$ cat config.mk
export PLATFORM = sky130hd
export DESIGN_NAME = mac_col_mk
export DESIGN_NICKNAME = d
export VERILOG_FILES = /design/src/rtl/mac_col_mk.sv
export SDC_FILE = /design/constraint.sdc
export NUM_CORES = 2
export LEC_CHECK = 0
export BUFFER_PORTS_ARGS = -buffer_cell sky130_fd_sc_hd__buf_2
export CAP_MARGIN = 10
export CORE_ASPECT_RATIO = 1.5
export CORE_UTILIZATION = 30
export CTS_CLUSTER_SIZE = 12
export DETAILED_ROUTE_END_ITERATION = 10
export PLACE_DENSITY = 0.47
export SKIP_LAST_GASP = 1
export SYNTH_ARGS = -nofsm -noshare
export SYNTH_HDL_FRONTEND = slang
export SYNTH_SLANG_ARGS = --single-unit
$ cat constraint.sdc
create_clock -name clk -period 6.95 [get_ports clk]
set_input_delay 0.3475 -clock clk [delete_from_list [all_inputs] [get_ports clk]]
set_output_delay 0.3475 -clock clk [all_outputs]
set_load 0.02 [all_outputs]
$ cat src/rtl/mac_col_mk.sv
// -----------------------------------------------------------------------------
// mac_col_mk
//
// One column of the Q*K systolic array. The column keeps kdepth key vectors and
// computes a signed pr-lane dot product between the streamed q vector and the
// key selected by i_slot. Results can accumulate across executes. The column
// forwards q, the instruction and the slot to the next column one cycle later,
// so that a row of columns sees one wavefront skewed by one cycle per column.
//
// Ports
//   clk      rising-edge clock
//   reset    asynchronous active-low reset
//   q_in     q / key vector, lane k = q_in[bw*k +: bw] (signed)
//   i_inst   [0]=load, [1]=execute, [2]=accumulate (only with execute)
//   i_slot   key slot addressed by load or execute
//   q_out    q_in delayed one cycle (to the next column)
//   o_inst   i_inst delayed one cycle
//   o_slot   i_slot delayed one cycle
//   out      signed dot-product result, holds between results
//   fifo_wr  one-cycle strobe marking a new value on out
//
// Timing: an execute presented in cycle N produces out/fifo_wr in cycle N+2.
//   stage 1 : per-lane products and the accumulate flag are registered
//   stage 2 : products are sign-extended, summed and written to out
// -----------------------------------------------------------------------------
module mac_col_mk #(
    parameter int bw      = 8,
    parameter int bw_psum = 32,
    parameter int pr      = 8,
    parameter int col_id  = 0,
    parameter int kdepth  = 4,
    parameter int num_col = 8
) (
    input  logic                       clk,
    input  logic                       reset,
    input  logic [pr*bw-1:0]           q_in,
    input  logic [2:0]                 i_inst,
    input  logic [$clog2(kdepth)-1:0]  i_slot,
    output logic [pr*bw-1:0]           q_out,
    output logic [2:0]                 o_inst,
    output logic [$clog2(kdepth)-1:0]  o_slot,
    output logic [bw_psum-1:0]         out,
    output logic                       fifo_wr
);

    localparam int cnt_w = $clog2(num_col + 1);

    // Width-matched copies of the integer parameters used in comparisons.
    localparam logic [cnt_w-1:0] col_id_c  = cnt_w'(col_id);
    localparam logic [cnt_w-1:0] num_col_c = cnt_w'(num_col);

    logic                     load;
    logic                     exec;

    // Key storage. Every slot must read as zero after reset, so the keys live
    // in resettable registers rather than a RAM.
    logic [pr*bw-1:0]         key_reg [kdepth];
    logic [pr*bw-1:0]         key_sel;
    logic [cnt_w-1:0]         cnt_reg;

    // Stage 1 state.
    logic                     v1_reg;
    logic                     acc1_reg;
    logic [pr-1:0][2*bw-1:0]  prod_next;
    logic [pr-1:0][2*bw-1:0]  prod_reg;

    // Stage 2 state and combinational sum.
    logic [pr-1:0][bw_psum-1:0] ext;
    logic [bw_psum-1:0]       sum_next;
    logic [bw_psum-1:0]       out_next;
    logic [bw_psum-1:0]       out_reg;
    logic                     wr_reg;

    assign load = i_inst[0];
    assign exec = i_inst[1];

    // -------------------------------------------------------------------------
    // Pass-through to the next column, registered every cycle.
    // -------------------------------------------------------------------------
    always_ff @(posedge clk or negedge reset) begin
        if (!reset) begin
            q_out  <= '0;
            o_inst <= '0;
            o_slot <= '0;
        end else begin
            q_out  <= q_in;
            o_inst <= i_inst;
            o_slot <= i_slot;
        end
    end

    // -------------------------------------------------------------------------
    // Load counter and key capture.
    // During a held load burst the counter counts cycles since the burst
    // reached this column; because the burst arrives one cycle later at each
    // successive column, comparing against col_id makes every column grab a
    // different vector of the same burst. The counter saturates so that long
    // bursts cannot wrap round and re-trigger a capture.
    // -------------------------------------------------------------------------
    always_ff @(posedge clk or negedge reset) begin
        if (!reset) begin
            cnt_reg <= '0;
            for (int k = 0; k < kdepth; k++) begin
                key_reg[k] <= '0;
            end
        end else begin
            if (load) begin
                if (cnt_reg == col_id_c) begin
                    key_reg[i_slot] <= q_in;
                end
                if (cnt_reg != num_col_c) begin
                    cnt_reg <= cnt_reg + cnt_w'(1);
                end
            end else begin
                cnt_reg <= '0;
            end
        end
    end

    // Execute reads the key as it stood before this edge, so a load to the
    // same slot in the same cycle is seen only by later executes.
    assign key_sel = key_reg[i_slot];

    // -------------------------------------------------------------------------
    // Per-lane signed products. Both operands are sign-extended to 2*bw so the
    // low 2*bw bits of the multiply are the exact signed product.
    // -------------------------------------------------------------------------
    for (genvar gi = 0; gi < pr; gi++) begin : g_lane
        logic [bw-1:0]   q_lane;
        logic [bw-1:0]   k_lane;
        logic [2*bw-1:0] q_ext;
        logic [2*bw-1:0] k_ext;

        assign q_lane = q_in[bw*gi +: bw];
        assign k_lane = key_sel[bw*gi +: bw];
        assign q_ext  = {{bw{q_lane[bw-1]}}, q_lane};
        assign k_ext  = {{bw{k_lane[bw-1]}}, k_lane};
        assign prod_next[gi] = q_ext * k_ext;

        // Sign extension of the registered product to the psum width.
        assign ext[gi] = {{(bw_psum-2*bw){prod_reg[gi][2*bw-1]}}, prod_reg[gi]};
    end

    // -------------------------------------------------------------------------
    // Stage 1: capture products and the accumulate flag of an execute.
    // Products only change on an execute so idle cycles do not toggle them.
    // -------------------------------------------------------------------------
    always_ff @(posedge clk or negedge reset) begin
        if (!reset) begin
            v1_reg   <= 1'b0;
            acc1_reg <= 1'b0;
            prod_reg <= '0;
        end else begin
            v1_reg <= exec;
            if (exec) begin
                acc1_reg <= i_inst[2];
                prod_reg <= prod_next;
            end
        end
    end

    // -------------------------------------------------------------------------
    // Stage 2: reduce and optionally accumulate. out_reg already holds the
    // result of the previous edge, so back-to-back accumulates chain without a
    // separate bypass path. Arithmetic wraps at bw_psum bits.
    // -------------------------------------------------------------------------
    always_comb begin
        sum_next = '0;
        for (int k = 0; k < pr; k++) begin
            sum_next = sum_next + ext[k];
        end
    end

    assign out_next = acc1_reg ? (out_reg + sum_next) : sum_next;

    always_ff @(posedge clk or negedge reset) begin
        if (!reset) begin
            out_reg <= '0;
            wr_reg  <= 1'b0;
        end else begin
            wr_reg <= v1_reg;
            if (v1_reg) begin
                out_reg <= out_next;
            end
        end
    end

    assign out     = out_reg;
    assign fifo_wr = wr_reg;

endmodule
Yosys cells after proc, flatten, opt, wreduce, memory -nomap -nowiden
Cells that the tools add are included.

Flip-flop bits (word level): 492. Bits in latches: 0. RAM bits: 0. ROM bits: 0. Input port bits: 71. Output and inout port bits: 102. Word-level logic and storage cells: 54. Memories kept: 0.

Add/subtract/negate cells: 9. Multipliers: 8. Divide/modulo/power cells: 0. Order comparisons: 2. Equal/unequal tests: 2. Shifts and indexed selects: 0. Mux-type cells: 9. Bitwise gates (word level): 1. Reduce and logical (&&, ||, !) cells: 3.

Operator list (count): bitwise mux 256 bit (1); two-way mux 64 bit (3); binary-select mux 64 bit (select 2 bit) (1); demux 64 bit (select 2 bit) (1); multiplier 8 x 8 -> 16 bit (8); adder 32 bit (1); two-way mux 32 bit (1); adder 22 x 16 -> 23 bit (1); adder 21 x 16 -> 22 bit (1); adder 20 x 16 -> 21 bit (1); adder 19 x 16 -> 20 bit (1); adder 18 x 16 -> 19 bit (1); adder 17 x 16 -> 18 bit (1); adder 16 x 16 -> 17 bit (1); two-way mux 4 bit (2); adder 4 x 1 -> 4 bit (second input constant) (1); zero test 4 bit (1); inequality test 4 bit (second input constant) (1); greater-or-equal comparator 3 bit (second input constant) (1); less-than comparator 3 x 1 -> 1 bit (second input constant) (1); NOT 2 -> 3 bit (1); inequality test 2 x 1 -> 1 bit (second input constant) (1); AND reduction 2 bit (1); logical AND 1 bit (1).

Logic depth before layout (Yosys ltp)
Word-level depth: 9. Depth in mapped cells: 26. Depth with buffers taken out: 26.

Worst setup path before layout
Ideal clock, no wire load.

Kind: register to register. Start point: reg prod_reg (netlist bit ext[98]). End point: reg out_reg[31], in the netlist out[31]. Setup time: 99 ps. Arrival time: 6339 ps. Data required time: 6851 ps. Slack: 511 ps. Stages on the path, launching flop included: 27. Buffers on the path: 0. Clock period less this slack: 6439 ps. Cells stage by stage: dfrtp_1 -> inv_1 -> fa_1 -> inv_1 -> fa_1 -> fa_1 -> inv_1 -> fa_1 -> inv_1 -> ha_1 -> fa_1 -> a21o_1 -> a32o_1 -> a211oi_1 -> o21bai_1 -> a21oi_1 -> o21bai_1 -> xor2_1 -> ha_1 -> a21o_1 -> a221oi_1 -> o311ai_1 -> a2111o_1 -> a311oi_4 -> or2b_1 -> a211oi_1 -> a311oi_1.

Cells in the longest elaborated chain, start to end: 7.

Ends and longest elaborated chain: start: declaration (line 65) `logic [pr-1:0][2*bw-1:0] prod_reg;`; start signal: assignment (line 157) `prod_reg <= prod_next;`; adder 18 x 16 -> 19 bit (*) (line 170) `sum_next = sum_next + ext[k];`; adder 19 x 16 -> 20 bit (*) (line 170); adder 20 x 16 -> 21 bit (*) (line 170); adder 21 x 16 -> 22 bit (*) (line 170); adder 22 x 16 -> 23 bit (*) (line 170); adder 32 bit (line 174) `assign out_next = acc1_reg ? (out_reg + sum_next) : sum_next;`; two-way mux 32 bit (*) (line 174); end signal: assignment (line 183) `out_reg <= out_next;`; end: declaration (line 71) `logic [bw_psum-1:0] out_reg;`.

Mark *: on every way between the ends. The rest lies on a longest branch, timed or not. A chain may end at the register's enable or synchronous reset.

Worst setup path after layout
Start point: reg prod_reg (netlist bit ext[34]). End point: reg out_reg[31], in the netlist out[31].

Cells in the longest elaborated chain, start to end: 9.

Ends and longest elaborated chain (line): adder 16 x 16 -> 17 bit (*) (170); adder 17 x 16 -> 18 bit (*) (170); adder 18 x 16 -> 19 bit (*) (170); adder 19 x 16 -> 20 bit (*) (170); adder 20 x 16 -> 21 bit (*) (170); adder 21 x 16 -> 22 bit (*) (170); adder 22 x 16 -> 23 bit (*) (170); adder 32 bit (174); two-way mux 32 bit (*) (174).

Marks and branches as above.

==> results.cfg <==
[status]
outcome = completed

[global_route]
grt_max_degree = 138
antenna_found_initial = 2
groute.usage.overall_pct = 15.2
grt_pass1_wl_mm = 177
gr-total-overflow = 0
grt_pass1_vias = 31572

[timing]
slew-limit-headroom_pct = 35.0
setup_viol = 0
finClkSkew_ns = 0.0376
hold_viol = 0
worst_pin_slew_ns = 0.976
slew_violations = 0
max_clock_freq_mhz = 151
final.period_utilization_pct = 95.5
setup_slack_ns = 0.314
finalCriticalPeriod_ns = 6.64

[yosys]
synthMostInstantiatedCell = inv_1
yosysTopAreaCellShare_pct = 28.1
synth-edff-count = 0
syn_inst = 4103
synth_top_area_cell = dfrtp_1
ys.flop_type = dfrtp_1
syn_nets = 5005
async_flop_share_pct = 100
ys_types = 67
syn_area_per_cell_um2 = 10.7
syn-cell-area_um2 = 43700
synthTopCellsByCount = 781 x inv_1, 541 x fa_1, 491 x dfrtp_1, 305 x and2_1, 290 x ha_1
synth-warning-count = 0
ys_seq_elements = 491
synthTopCellsByArea = dfrtp_1 28%, fa_1 25%, ha_1 8.3%
ys_seq_area_share_pct = 28.1

[floorplanning]
start_util_pct = 30.2
die_y_um = 470
die_x_um = 314
core_area_um2 = 145000
core.rowCount = 171
dieArea_um2 = 147000
io_pins = 173

[min_path]
worstHoldPathCells = 1
min_from = i_slot[0]
hold_end = o_slot[0]
hold_class = input pin to flip-flop

[worst_setup_path]
reg2reg_slack_ns = 0.31
reg2reg_depth = 26
path_max_fanout = 5
reg2reg_to = out[31]
worstSetupPathType = flip-flop to flip-flop
arrival_ns = 7.19
cp-start-kind = flip-flop
cp-end-kind = flip-flop
r2r-start = ext[34]
critPathRequiredTime_ns = 7.51

[cts]
clk_pin_slew_ns = 0.06
htreeDepth = 2
cts_tree = built
root_buffer = clkbuf_16
clockBufferDepth = 3
cts_inserted_buffers = 57
clk_latency_ns = 0.69
clock_sinks = 491

[finish]
syn_to_final_growth_pct = 13.4
drive_above_1_share_pct = 15.4
num-fill-cells = 14807
multi_input_area_um2 = 28000
seqCellArea_um2 = 12300
final_nets = 5188
largest_reg_flops = 256
fin_area_um2 = 49600

[routing]
detail-route-antenna-nets = 0
vias = 28571
drt-pass1-iter-count = 4
drt_first_iter_violations = 1213
viasPerCell = 4.58
wl_per_cell_um = 17.2
wirelength_mm = 107
drc_errors = 0

[placed_design]
dp_hpwl_mm = 82.8
dpl_cell_area_um2 = 46700
gp_congestion = 0.824
portBuffers = 172
pre_cts_slack_ns = 0.179

[run]
drv_cap = 0
[per-layer routing]
layer / global-route usage, % / wire [um]
met5: 0 / 0
met4: 4.14 / 2660
met3: 1.47 / 2140
met2: 28.2 / 57400
met1: 18.4 / 45100
[cell usage in the layout (no fill, tap or decap), types with 9 or more instances in the layout]
cell type      count
dlygate4sd3_1     67
mux4_2            64
nor2_1            91
a211oi_1           9
buf_2            168
fa_1             540
ha_1             288
and2_1           305
o211ai_1          14
a21oi_1          103
o31ai_1           13
dfrtp_1          491
nand2_1          281
nand4_1           14
nand2b_1          55
nand3b_1          15
buf_4             31
nand3_1           49
nor2b_1           30
xor2_1            23
a21boi_0           9
mux2i_1           24
a31oi_1           16
mux2_2           268
bufinv_16         13
o21a_1            23
clkbuf_16         57
inv_1            779
nor3_1            28
and3_1            10
xnor2_1          118
or3_1             12
a21o_1            39
o21ai_0          134
[worst max path at each step]
stage,startpoint,end,slack [ns],cells after the start
after floorplan,ext[98],out[31],0.51,26
after global placement,ext[98],out[31],0.13,26
after global routing,ext[34],out[31],-0.01,26
final,ext[34],out[31],0.31,26
after detailed placement,ext[98],out[31],0.18,26
after CTS,ext[98],out[31],0.14,26
[layout make-up]
cell class	count	area share, %
clock buffers	73	3.16
diodes	2	0.0101
well taps	1903	4.80
multi-input cells	2680	56.5
clock inverters	28	1.04
repair buffers	274	3.81
flip-flops and latches	491	24.8
inverters	782	5.92
[timing repair]
action | CTS | global route
endpoints found under the setup margin | 0 | 8
hold endpoints to repair | 171 | 0
gates resized for setup | 0 | 18
setup buffers | 0 | 5
hold buffers | 67 | 0
[logic make-up (layout without fill, tap and decap cells)]
group                      after synthesis  after routing  synth area share, %
adders and majority gates              831            831                 33.1
buffers and inverters                  932           1157                 8.11
other                                    0              2                    0
xor gates and xnor gates               142            142                 2.84
DFF                                    491            491                 28.1
muxes                                  357            357                 10.8
and+or+nand+nor                        920            920                 10.9
AOI/OAI and AO/OA                      430            430                 6.17
[worst max-delay path, stage by stage (launching register included)]
cell and delay (ns):
dfrtp_1 0.34, inv_2 0.04, fa_1 0.53, inv_1 0.06
fa_1 0.49, fa_1 0.49, inv_1 0.05, fa_1 0.47
inv_1 0.04, ha_2 0.17, fa_2 0.34, a21o_1 0.20
a32o_2 0.28, a211oi_2 0.26, o21bai_1 0.13, a21oi_2 0.17
o21bai_1 0.10, xor2_1 0.24, ha_1 0.33, a21o_1 0.19
a221oi_2 0.32, o311ai_2 0.13, a2111o_1 0.36, a311oi_4 0.33
buf_4 0.16, o21ai_0 0.06, a311oi_1 0.25
[stage by stage]
step / setup TNS (ns) / hold WS [ns] / utilization [%] / std cells
global placement: 0 / 0.470 / 32.3 / 6058
floorplan: 0 / 0.0519 / - / 4103
detailed placement: 0 / 0.473 / 32.3 / 6058
global route: -0.0117 / 0.0513 / 34.3 / 6232
CTS: 0 / 0.00951 / 34.2 / 6226
finish: 0 / 0.0599 / 34.3 / 6233
Power is left out: the tool's default activity adds up to more than one toggle a clock period on the data nets, which glitch-free logic cannot reach.
